$ cat config.mk
export PLATFORM = sky130hd
export DESIGN_NAME = loop_index_regs
export DESIGN_NICKNAME = d
export VERILOG_FILES = /design/src/rtl/loop_index_regs.sv
export SDC_FILE = /design/constraint.sdc
export NUM_CORES = 1
export LEC_CHECK = 0
export BUFFER_PORTS_ARGS = -buffer_cell sky130_fd_sc_hd__buf_2
export CORE_UTILIZATION = 50
export CTS_CLUSTER_SIZE = 16
export DETAILED_ROUTE_END_ITERATION = 12
export HOLD_SLACK_MARGIN = 0.12
export PLACE_DENSITY = 0.79
export SLEW_MARGIN = 40
export SYNTH_ARGS = -nofsm -noshare
export SYNTH_HDL_FRONTEND = slang
export SYNTH_SLANG_ARGS = --single-unit
$ cat constraint.sdc
create_clock -name clk -period 2.7 [get_ports clk]
set_clock_uncertainty 0.1 [all_clocks]
set_input_delay 0.135 -clock clk [delete_from_list [all_inputs] [get_ports clk]]
set_output_delay 0.135 -clock clk [all_outputs]
set_load 0.03 [all_outputs]
$ cat src/rtl/loop_index_regs.sv
// Loop-state register bank: ROW/COL sweep indices, CURR pointer and SUM accumulator.
// Optional build macro SUM_SAT_EN: saturate SUM on overflow instead of wrapping.
module loop_index_regs #(
    parameter int IDX_W = 8,
    parameter int SUM_W = 16
) (
    input  logic             clk,
    input  logic             rst,
    input  logic             rst_ROW,
    input  logic             rst_COL,
    input  logic             rst_CURR,
    input  logic             rst_SUM,
    input  logic             inc_ROW,
    input  logic             inc_COL,
    input  logic             inc_CURR,
    input  logic             acc_en,
    input  logic [SUM_W-1:0] acc_in,
    input  logic [IDX_W-1:0] row_lim,
    input  logic [IDX_W-1:0] col_lim,
    output logic [IDX_W-1:0] ROW,
    output logic [IDX_W-1:0] COL,
    output logic [IDX_W-1:0] CURR,
    output logic [SUM_W-1:0] SUM,
    output logic             col_end,
    output logic             row_end,
    output logic             done,
    output logic             sum_ovf
);

    logic             col_carry;
    logic             row_adv;
    logic [SUM_W:0]   sum_ext;
    logic [SUM_W-1:0] sum_next;

    assign col_end = (COL == col_lim);
    assign row_end = (ROW == row_lim);

    // A COL clear in the same cycle suppresses the carry into ROW.
    assign col_carry = inc_COL && col_end && !rst_COL;
    assign row_adv   = inc_ROW || col_carry;

    assign sum_ext = {1'b0, SUM} + {1'b0, acc_in};
`ifdef SUM_SAT_EN
    assign sum_next = sum_ext[SUM_W] ? {SUM_W{1'b1}} : sum_ext[SUM_W-1:0];
`else
    assign sum_next = sum_ext[SUM_W-1:0];
`endif

    always_ff @(posedge clk) begin
        if (rst) begin
            ROW     <= '0;
            COL     <= '0;
            CURR    <= '0;
            SUM     <= '0;
            done    <= 1'b0;
            sum_ovf <= 1'b0;
        end else begin
            if (rst_COL)
                COL <= '0;
            else if (inc_COL)
                COL <= col_end ? '0 : COL + 1'b1;

            if (rst_ROW)
                ROW <= '0;
            else if (row_adv)
                ROW <= row_end ? '0 : ROW + 1'b1;

            // Only the sweep carry at the last row completes the loop.
            if (rst_ROW)
                done <= 1'b0;
            else if (col_carry && row_end)
                done <= 1'b1;

            if (rst_CURR)
                CURR <= '0;
            else if (inc_CURR)
                CURR <= CURR + 1'b1;

            if (rst_SUM) begin
                SUM     <= '0;
                sum_ovf <= 1'b0;
            end else if (acc_en) begin
                SUM <= sum_next;
                if (sum_ext[SUM_W])
                    sum_ovf <= 1'b1;
            end
        end
    end

endmodule

Word-level counts from Yosys, hierarchy flattened. Cells that the tools add are included.

Logic and storage cells: 24. Output and inout port bits: 44. Register bits: 42. Bits of input ports: 42.

Mux-type cells: 2. Add/subtract/negate cells: 4. Equal/unequal tests: 2. Reduce and logical (&&, ||, !) cells: 10.

Operator list (number): $add A8 B1 Y8 const B (3); $add A16 B16 Y17 (1); $eq A8 B8 Y1 (2); $mux W8 (2); $reduce_or A2 Y1 (4); $logic_and A1 B1 Y1 (3); $reduce_and A2 Y1 (1); $logic_not A1 Y1 (1); $logic_or A1 B1 Y1 (1).

Longest topological paths before layout. Gate-level depths: netlist of the first run.

Depth after elaboration: 4. Gate-level depth with buffers: 8. Gate-level depth less buffers: 8.

Worst setup path after synthesis of the first run. Ideal clock, no wire load.

Path kind: reg2reg. Start point: register SUM[0]. End point: register SUM[12]. Data arrival time: 2100 ps. Setup time: 126 ps. Stages on the path, launching flop included: 9. Data required time: 2474 ps. Period minus slack after synthesis: 2326 ps. Buffers on the path: 0. Slack: 374 ps. Path through: dfxtp_1 > ha_1 > fa_1 > a21o_1 > a221oi_2 > o211ai_2 > a21o_1 > nand4b_1 > o211ai_1.

Longest elaborated chain between the ends: 1.

RTL lines: start, declared (line 23) `output logic [SUM_W-1:0] SUM,`; start signal, assigned (line 83) `SUM <= sum_next;`; $add A16 B16 Y17 (line 42) `assign sum_ext = {1'b0, SUM} + {1'b0, acc_in};`.

No other way between the ends. A chain may end at the register's enable or synchronous reset.

Worst setup path after layout of the first run.
Start point: input port acc_in[0]. End point: register SUM[12].

Longest elaborated chain between the ends: 1.

RTL lines: start, declared (line 17) `input logic [SUM_W-1:0] acc_in,`; $add A16 B16 Y17 (line 42).

No other way between the ends.

==> results of run 1 <==
==> report_power, final <==
| group | internal, mW | total [mW] | switching [mW] |
|---|---|---|---|
| sequential | 0.634 | 0.649 | 0.0145 |
| clock | 0.272 | 0.494 | 0.222 |
| combinational | 0.128 | 0.291 | 0.164 |
| total | 1.03 | 1.43 | 0.400 |
==> metal layers <==
layer,GRT usage,vias to the layer above,wire length (µm)
met5,0,-,0
met4,0.0860,0,107
met3,0.0482,9,276
met2,0.399,56,2860
met1,0.275,1149,2850
li1,-,1271,-
==> cells by family (layout without fill, tap and decap cells) <==
family / Yosys count / in the layout / share of synthesized area
adders and majority gates: 20 / 20 / 0.0977
muxes: 12 / 12 / 0.0455
DFF: 42 / 42 / 0.319
and+or+nand+nor: 107 / 107 / 0.215
xor gates and xnor gates: 37 / 37 / 0.123
buffers and inverters: 16 / 105 / 0.0270
AOI/OAI and AO/OA: 65 / 65 / 0.173
==> critical path, cell delays in order <==
cell and delay (ps):
dlygate4sd3_1 540, buf_2 120, ha_1 200, fa_1 400, a21o_1 220, a221oi_2 420
o211ai_2 160, a21o_1 230, nand4b_1 100, o211ai_1 90
==> timing repair <==
item	CTS	global route
hold endpoints to repair	11	0
resized for setup	0	0
hold buffers	6	0
==> path summary, 6_finish.rpt <==
| path | start | slack, ps | cells after the start | endpoint |
|---|---|---|---|---|
| worst max-delay path | acc_in[0] | 160 | 10 | SUM[12]$_SDFFE_PP0P_ |
| worst min-delay path | rst_COL | 140 | 4 | done$_SDFFE_PP0P_ |
| worst max register to register | SUM[0]$_SDFFE_PP0P_ | 320 | 8 | SUM[12]$_SDFFE_PP0P_ |
| worst min register to register | done$_SDFFE_PP0P_ | 400 | 2 | done$_SDFFE_PP0P_ |
==> sequential cells by signal (all words and copies together), names as in the netlist <==
name     flops
SUM         16
COL          8
CURR         8
ROW          8
done         1
sum_ovf      1
==> cell type report <==
class | count | area, µm²
fillers | 456 | 1830
multi-input cells | 241 | 1730
flip-flops and latches | 42 | 841
repair buffers | 93 | 500
well taps | 70 | 87.6
clock buffers | 5 | 68.8
clock inverters | 3 | 40.0
inverters | 4 | 15.0
==> layout by cell type (no fill, tap or decap), drive strengths merged, types with 7 or more instances in the layout <==
cell type	n
a21oi	13
and3	9
buf	87
dfxtp	42
ha	19
mux2i	12
nand2	11
nand3	7
nand3b	7
nand4	11
nor2	38
o21ai	14
xnor2	27
xor2	10
==> metrics.txt, run 1 <==
outcome finished, final reports clean; drt pass-1 iters 4; WP data arrival 2620 ps; DP Area 0.00311 mm²; ANT nets after route 0; max-slew violation count 0; syn_area_per_cell 8.83 µm²; postcts setup bufs 0; CP required 2780 ps; Hold Crit Class in2reg; first-pass GRT wire length 9880 µm; wire per inst 13.3 µm; share of cells above drive strength 1 0.268; Site Rows 26; TritonCTS Sinks 42; final WL 6100 µm; slew margin rel. 0.627; Die Y 74.6 µm; Synth area leader dfxtp_1; Least-Margin Pin Slew 559 ps; register bit total from synthesis 42; drc violations 0; Tmin final 2540 ps; Tot Pwr 1.43 mW; maximum vdd drop 0.000296 V; final instance area 0.00328 mm²; Port Buffers 85; Die W 74.6 µm; pre-CTS setup slack 311 ps; critical path capture point type flip-flop; Core Box Area 0.00511 mm²; final worst hold slack 142 ps; CTS tree built; # setup viols final 0; share of the synthesized area in the top cell type 0.319; syn nets 361; gpl congestion 0.861; vias after detailed routing 2485; critical setup path kind in2reg; routed vias/inst 5.43; DP HPWL 4530 µm; Worst-path clk slew 90 ps; Synth Instances 299; Leakage 1.51 nW; synth top area cells dfxtp_1, ha_1, xnor2_1; GRT Resource Usage Total 0.228; Finished Layout Cells 458; Overflow after GRT 0; clock root buffer clkbuf_8; period utilization 0.941; Ant. Diodes 0; Main synth FF type dfxtp_1; Ports 86; vias in the first global route 2272; yosys warns 0; Setup TNS Final 0 ps; worst-path maximum fanout 4; cell with the most instances after synthesis dfxtp_1; fmax 0.394 GHz; Max-Cap Viols 0; Max Buffers Root-to-Sink 2; 1st-iter DRT viols 122; Post-Place Cells 444; die area 0.00557 mm²; H-tree depth 2; Yosys cell types 48; largest net degree at the start of global routing 29; Synth top cells by count dfxtp_1, nor2_1, xnor2_1; proportion of synthesized chip area in sequential cells 0.319; Hold Vio Cnt, Final 0; synthesized area 0.00264 mm²; initial core utilization 0.517; PnR worst setup slack 160 ps; EDFF count, synth 0; initial antenna violation count 0; clk_lat worst skew 300 ps; RSZ-0062 raised after global routing no; cts bufs inserted 5; Core Util, Final 0.642; nets@finish 449; post-synthesis async set-or-reset flop share 0; Area Overhead vs Synth 24.3%; startpoint types input pin; Pwr Density 437 mW/mm²
Note: power is estimated with default switching activity, not from simulation.
==> run 2: changes to the inputs <==
--- a/config.mk
+++ b/config.mk
@@ -8,3 +8,4 @@
 export BUFFER_PORTS_ARGS = -buffer_cell sky130_fd_sc_hd__buf_2
-export CORE_UTILIZATION = 50
+export CORE_MARGIN = 3
+export CORE_UTILIZATION = 46
 export CTS_CLUSTER_SIZE = 16
@@ -12,3 +13,3 @@
 export HOLD_SLACK_MARGIN = 0.12
-export PLACE_DENSITY = 0.79
+export PLACE_DENSITY = 0.76
 export SLEW_MARGIN = 40
==> constraint.sdc (replaced) <==
create_clock -name clk -period 2.3 [get_ports clk]
set_clock_uncertainty 0.1 [all_clocks]
set_input_delay 0.46 -clock clk [delete_from_list [all_inputs] [get_ports clk]]
set_output_delay 0.46 -clock clk [all_outputs]
set_load 0.03 [all_outputs]
==> metrics.txt, run 2 (synthesis gave the netlist of run 1 again) <==
outcome finished, final reports clean; Port Buffers 85; vias in the first global route 2212; fmax 0.460 GHz; CTS tree built; Area Overhead vs Synth 24.9%; final WL 6280 µm; Max Buffers Root-to-Sink 2; routed vias/inst 5.42; Post-Place Cells 450; max incr delay on CP 340 ps; family with the most delay on the worst path compound AO/OA/AOI/OAI gates; most common cell after layout, fill and taps aside buf_2; Ant. Diodes 0; share of cells above drive strength 1 0.293; slew margin rel. 0.732; Worst-path clk slew 80 ps; final instance area 0.00330 mm²; Core Util, Final 0.618; FILL cells 487; first-pass GRT wire length 9840 µm; DP HPWL 4860 µm; critical path capture point type flip-flop; clock root buffer clkbuf_8; CP bufs+invs 0; maximum vdd drop 0.000280 V; # setup viols final 0; initial antenna violation count 0; Leakage 1.52 nW; WP data arrival 2270 ps; Die W 81.7 µm; H-tree depth 2; drt pass-1 iters 4; Finished Layout Cells 459; CP required 2400 ps; worst-path maximum fanout 4; critical setup path kind reg2reg; commonest cells after routing, fill and taps aside buf_2, dfxtp_1, nor2_1; nets@finish 450; period utilization 0.945; cts bufs inserted 5; Least-Margin Pin Slew 400 ps; max reg flops 16; Hold-fix buffers, CTS 0; Site Rows 26; DP Area 0.00317 mm²; Max stage delay cell, worst path dfxtp_1; startpoint types flip-flop; GRT Resource Usage Total 0.186; Core Box Area 0.00534 mm²; gpl congestion 0.879; CP cell instances ha_1 > a21o_1 > a31o_2 > o211ai_1 > a21oi_1 > xnor2_1 > a211oi_1; TritonCTS Sinks 42; Max-Cap Viols 0; Largest Register SUM; clk_lat worst skew 280 ps; vias after detailed routing 2487; largest net degree at the start of global routing 23; wire per inst 13.7 µm; die area 0.00668 mm²; RSZ-0062 raised after global routing no; Ports 86; Hold Crit Class reg2reg; Tmin final 2170 ps; max-slew violation count 0; Setup TNS Final 0 ps; Pwr Density 504 mW/mm²; Hold Vio Cnt, Final 0; 1st-iter DRT viols 83; ANT nets after route 0; Overflow after GRT 0; drc violations 0; Die Y 81.7 µm; initial core utilization 0.495
-- run 2: changes by cell type in the layout (fill, tap and decap cells not counted) --
cell           change
buf_4              +7
dlygate4sd3_1      -6
clkbuf_8           +3
clkinv_2           -2
a221oi_2           -1
a221oi_4           +1
bufinv_16          -1
fa_1               -1
fa_2               +1
ha_1               -1
ha_2               +1
nand2b_1           -1
nand2b_4           +1
-- run 2: layer usage --
layer,GRT usage,share of wire,up-vias
li1,-,-,1271
met1,0.229,0.44,1127
met5,0,0,-
met3,0.0439,0.058,9
met2,0.322,0.50,80
met4,0.0482,0.0097,0
-- run 2: repair_timing --
action                     CTS  global route
gates resized for setup      1             2
hold endpoints to repair     0             0
setup endpoints to repair    2             4
buffers inserted             0             1
pin swaps                    1             5
-- run 2: worst paths after layout --
path / from / slack (ps) / endpoint / cells after the start
hold reg to reg: CURR[7]$_SDFFE_PP0P_ / 400 / CURR[7]$_SDFFE_PP0P_ / 2
hold / removal: CURR[7]$_SDFFE_PP0P_ / 400 / CURR[7]$_SDFFE_PP0P_ / 2
setup / recovery: SUM[4]$_SDFFE_PP0P_ / 130 / SUM[11]$_SDFFE_PP0P_ / 7
setup reg to reg: SUM[4]$_SDFFE_PP0P_ / 130 / SUM[11]$_SDFFE_PP0P_ / 7
-- run 2: layout make-up --
type / instances / area (µm²) / area share
multi-input cells: 241 / 1750 / 0.531
flip-flops and latches: 42 / 841 / 0.255
repair buffers: 94 / 493 / 0.150
clock buffers: 8 / 110 / 0.0334
well taps: 70 / 87.6 / 0.0266
inverters: 4 / 15.0 / 0.00455
-- run 2: tightest hold or removal path, stage by stage, from the launching register on --
cell and delay, ps:
dfxtp_1 320, o21ai_0 70, a21oi_1 60
-- run 2: power breakdown --
group | total (mW) | leakage, nW | switching [mW] | internal, mW
Clock | 0.550 | 0.0575 | 0.247 | 0.303
Sequential | 0.762 | 0.340 | 0.0179 | 0.744
Combinational | 0.351 | 1.12 | 0.195 | 0.156
-- run 2: stage by stage --
stage	hold WS, ps	total power, mW	worst slack, ps
3_3_place_gp	350	1.12	-207
6_report	398	1.66	127
3_5_place_dp	391	1.13	-222
4_1_cts	401	1.68	13.2
2_1_floorplan	510	1.02	16.0
5_1_grt	421	1.76	7.67
==> run 3: changes to the inputs <==
- ABC_AREA: default -> 1
- CORE_ASPECT_RATIO: default -> 0.5
- CORE_UTILIZATION: 46 -> 47
==> metrics.txt, run 3 <==
RSZ-0062 raised after global routing no; most used cell along the critical path nand2_1; Core Util, Final 0.627; Port Buffers 85; Hold-fix buffers, CTS 0; cts repair resizes 0; register bit total from synthesis 42; Hold Vio Cnt, Final 0; CP cell instances inv_2 > nand2_1 > nand2_1 > nor2_2 > nand2_2 > nor2_4 > buf_2; final worst hold slack 330 ps; first-pass GRT wire length 11800 µm; share of cells above drive strength 1 0.189; Overflow after GRT 0; drc violations 0; slew margin rel. 0.752; largest net degree at the start of global routing 18; FF+latch area 841 µm²; FILL cells 596; Setup TNS Final 0 ps; PnR worst setup slack 298 ps; Synth top cells by count nand2_1, nor2_1, inv_1; cell with the most instances after synthesis nand2_1; Site Rows 19; Max-Cap Viols 0; Ports 86; critical path capture point type output port; clk_lat worst skew 280 ps; cts bufs inserted 5; yosys warns 0; CTS tree built; Area Overhead vs Synth 22.3%; syn nets 536; postcts setup bufs 0; Largest Register SUM; share of the synthesized area in the top cell type 0.284; commonest cells after routing, fill and taps aside nand2_1, buf_2, nor2_1; period utilization 0.870; post-synthesis async set-or-reset flop share 0; worst-path maximum fanout 7; vias after detailed routing 3080; gpl congestion 0.871; TritonCTS Sinks 42; Synth Instances 474; fmax 0.500 GHz; critical setup path kind reg2out; vias in the first global route 2667; drt pass-1 iters 4; flop2flop setup slack 410 ps; maximum vdd drop 0.000301 V; die area 0.00734 mm²; Die W 118 µm; initial antenna violation count 0; Ant. Diodes 0; Max Buffers Root-to-Sink 2; EDFF count, synth 0; clock root buffer clkbuf_16; max incr delay on CP 440 ps; 1st-iter DRT viols 101; synth top area cells dfxtp_1, nand2_1, nor2_1; Main synth FF type dfxtp_1; initial core utilization 0.512; Tmin final 2000 ps; pre-CTS setup slack 185 ps; WP data arrival 1440 ps; max reg flops 16; startpoint types flip-flop; Die Y 62.1 µm; multi-input logic area 0.00181 mm²; GRT Resource Usage Total 0.188; proportion of synthesized chip area in sequential cells 0.284; H-tree depth 2; # setup viols final 0; synthesized area 0.00296 mm²; max-slew violation count 0; Worst-path clk slew 60 ps; outcome finished, final reports clean; Leakage 1.95 nW; Least-Margin Pin Slew 371 ps; CP required 1740 ps; Synth area leader dfxtp_1; Pwr Density 499 mW/mm²; ANT nets after route 0; Core Box Area 0.00578 mm²; Tot Pwr 1.81 mW; final WL 6820 µm; nets@finish 622; wire per inst 10.6 µm; routed vias/inst 4.78; Hold Crit Class in2reg; most common cell after layout, fill and taps aside nand2_1; Yosys cell types 30; DP HPWL 5450 µm; syn_area_per_cell 6.25 µm²; Max stage delay cell, worst path dfxtp_1
-- run 3: cell types whose count changed in the layout (fill, tap and decap cells not counted), moves of 8 or more --
cell	previous run	this run
nor3_1	2	10
xnor2_1	27	8
inv_1	4	68
nand3_1	7	32
mux2i_1	12	1
a21oi_1	13	32
nand2_1	11	123
nor2_1	38	71
-- run 3: path summary, 6_finish.rpt --
path,depth (start not counted),start,end
min,2,inc_CURR,CURR[1]$_SDFFE_PP0P_
max reg2reg,12,SUM[0]$_SDFFE_PP0P_,SUM[10]$_SDFFE_PP0P_
min reg2reg,2,done$_SDFFE_PP0P_,done$_SDFFE_PP0P_
max,7,COL[3]$_SDFFE_PP0P_,col_end
-- run 3: cell type report --
cell class	count	area share
tap	84	0.0290
multi-input combinational	350	0.500
inverter	74	0.0767
sequential	42	0.232
clock buffer	7	0.0394
clock inverter	1	0.00138
timing repair buffer	87	0.122
-- run 3: stage by stage --
step | std cells | area (µm²)
3_3_place_gp | 637 | 3470
4_1_cts | 645 | 3620
2_1_floorplan | 474 | 2960
6_report | 645 | 3620
5_1_grt | 645 | 3620
3_5_place_dp | 637 | 3470
-- run 3: power breakdown --
| part | leakage [nW] | total (mW) | switching, mW | internal (mW) |
|---|---|---|---|---|
| Clock | 0.0739 | 0.697 | 0.267 | 0.430 |
| Combinational | 1.54 | 0.349 | 0.219 | 0.130 |
| Sequential | 0.341 | 0.762 | 0.0161 | 0.746 |
| Total | 1.95 | 1.81 | 0.503 | 1.31 |
-- run 3: cell families (layout without fill, tap and decap cells) --
family                   count (synthesis)  in the layout  synth area share
AO/OA/AOI/OAI                           53             53            0.0921
XOR/XNOR                                20             20            0.0592
flip-flops                              42             42             0.284
buffers and inverters                   82            169             0.105
AND/OR/NAND/NOR                        256            256             0.369
adder cells (fa/ha/maj)                 20             20            0.0871
multiplexers                             1              1           0.00338
-- run 3: routing by layer --
layer  up-vias  track usage  wire [µm]
li1       1662            -          -
met1      1353        0.248       3290
met2        63        0.321       3210
met3         2       0.0408        314
met4         0       0.0307          2
met5         -            0          0
-- run 3: worst max-delay path, delay by kind of cell, from the launching register on --
family | cells | cell delay, ps
buffers and inverters | 2 | 280
and+or+nand+nor | 5 | 460
DFF | 1 | 440
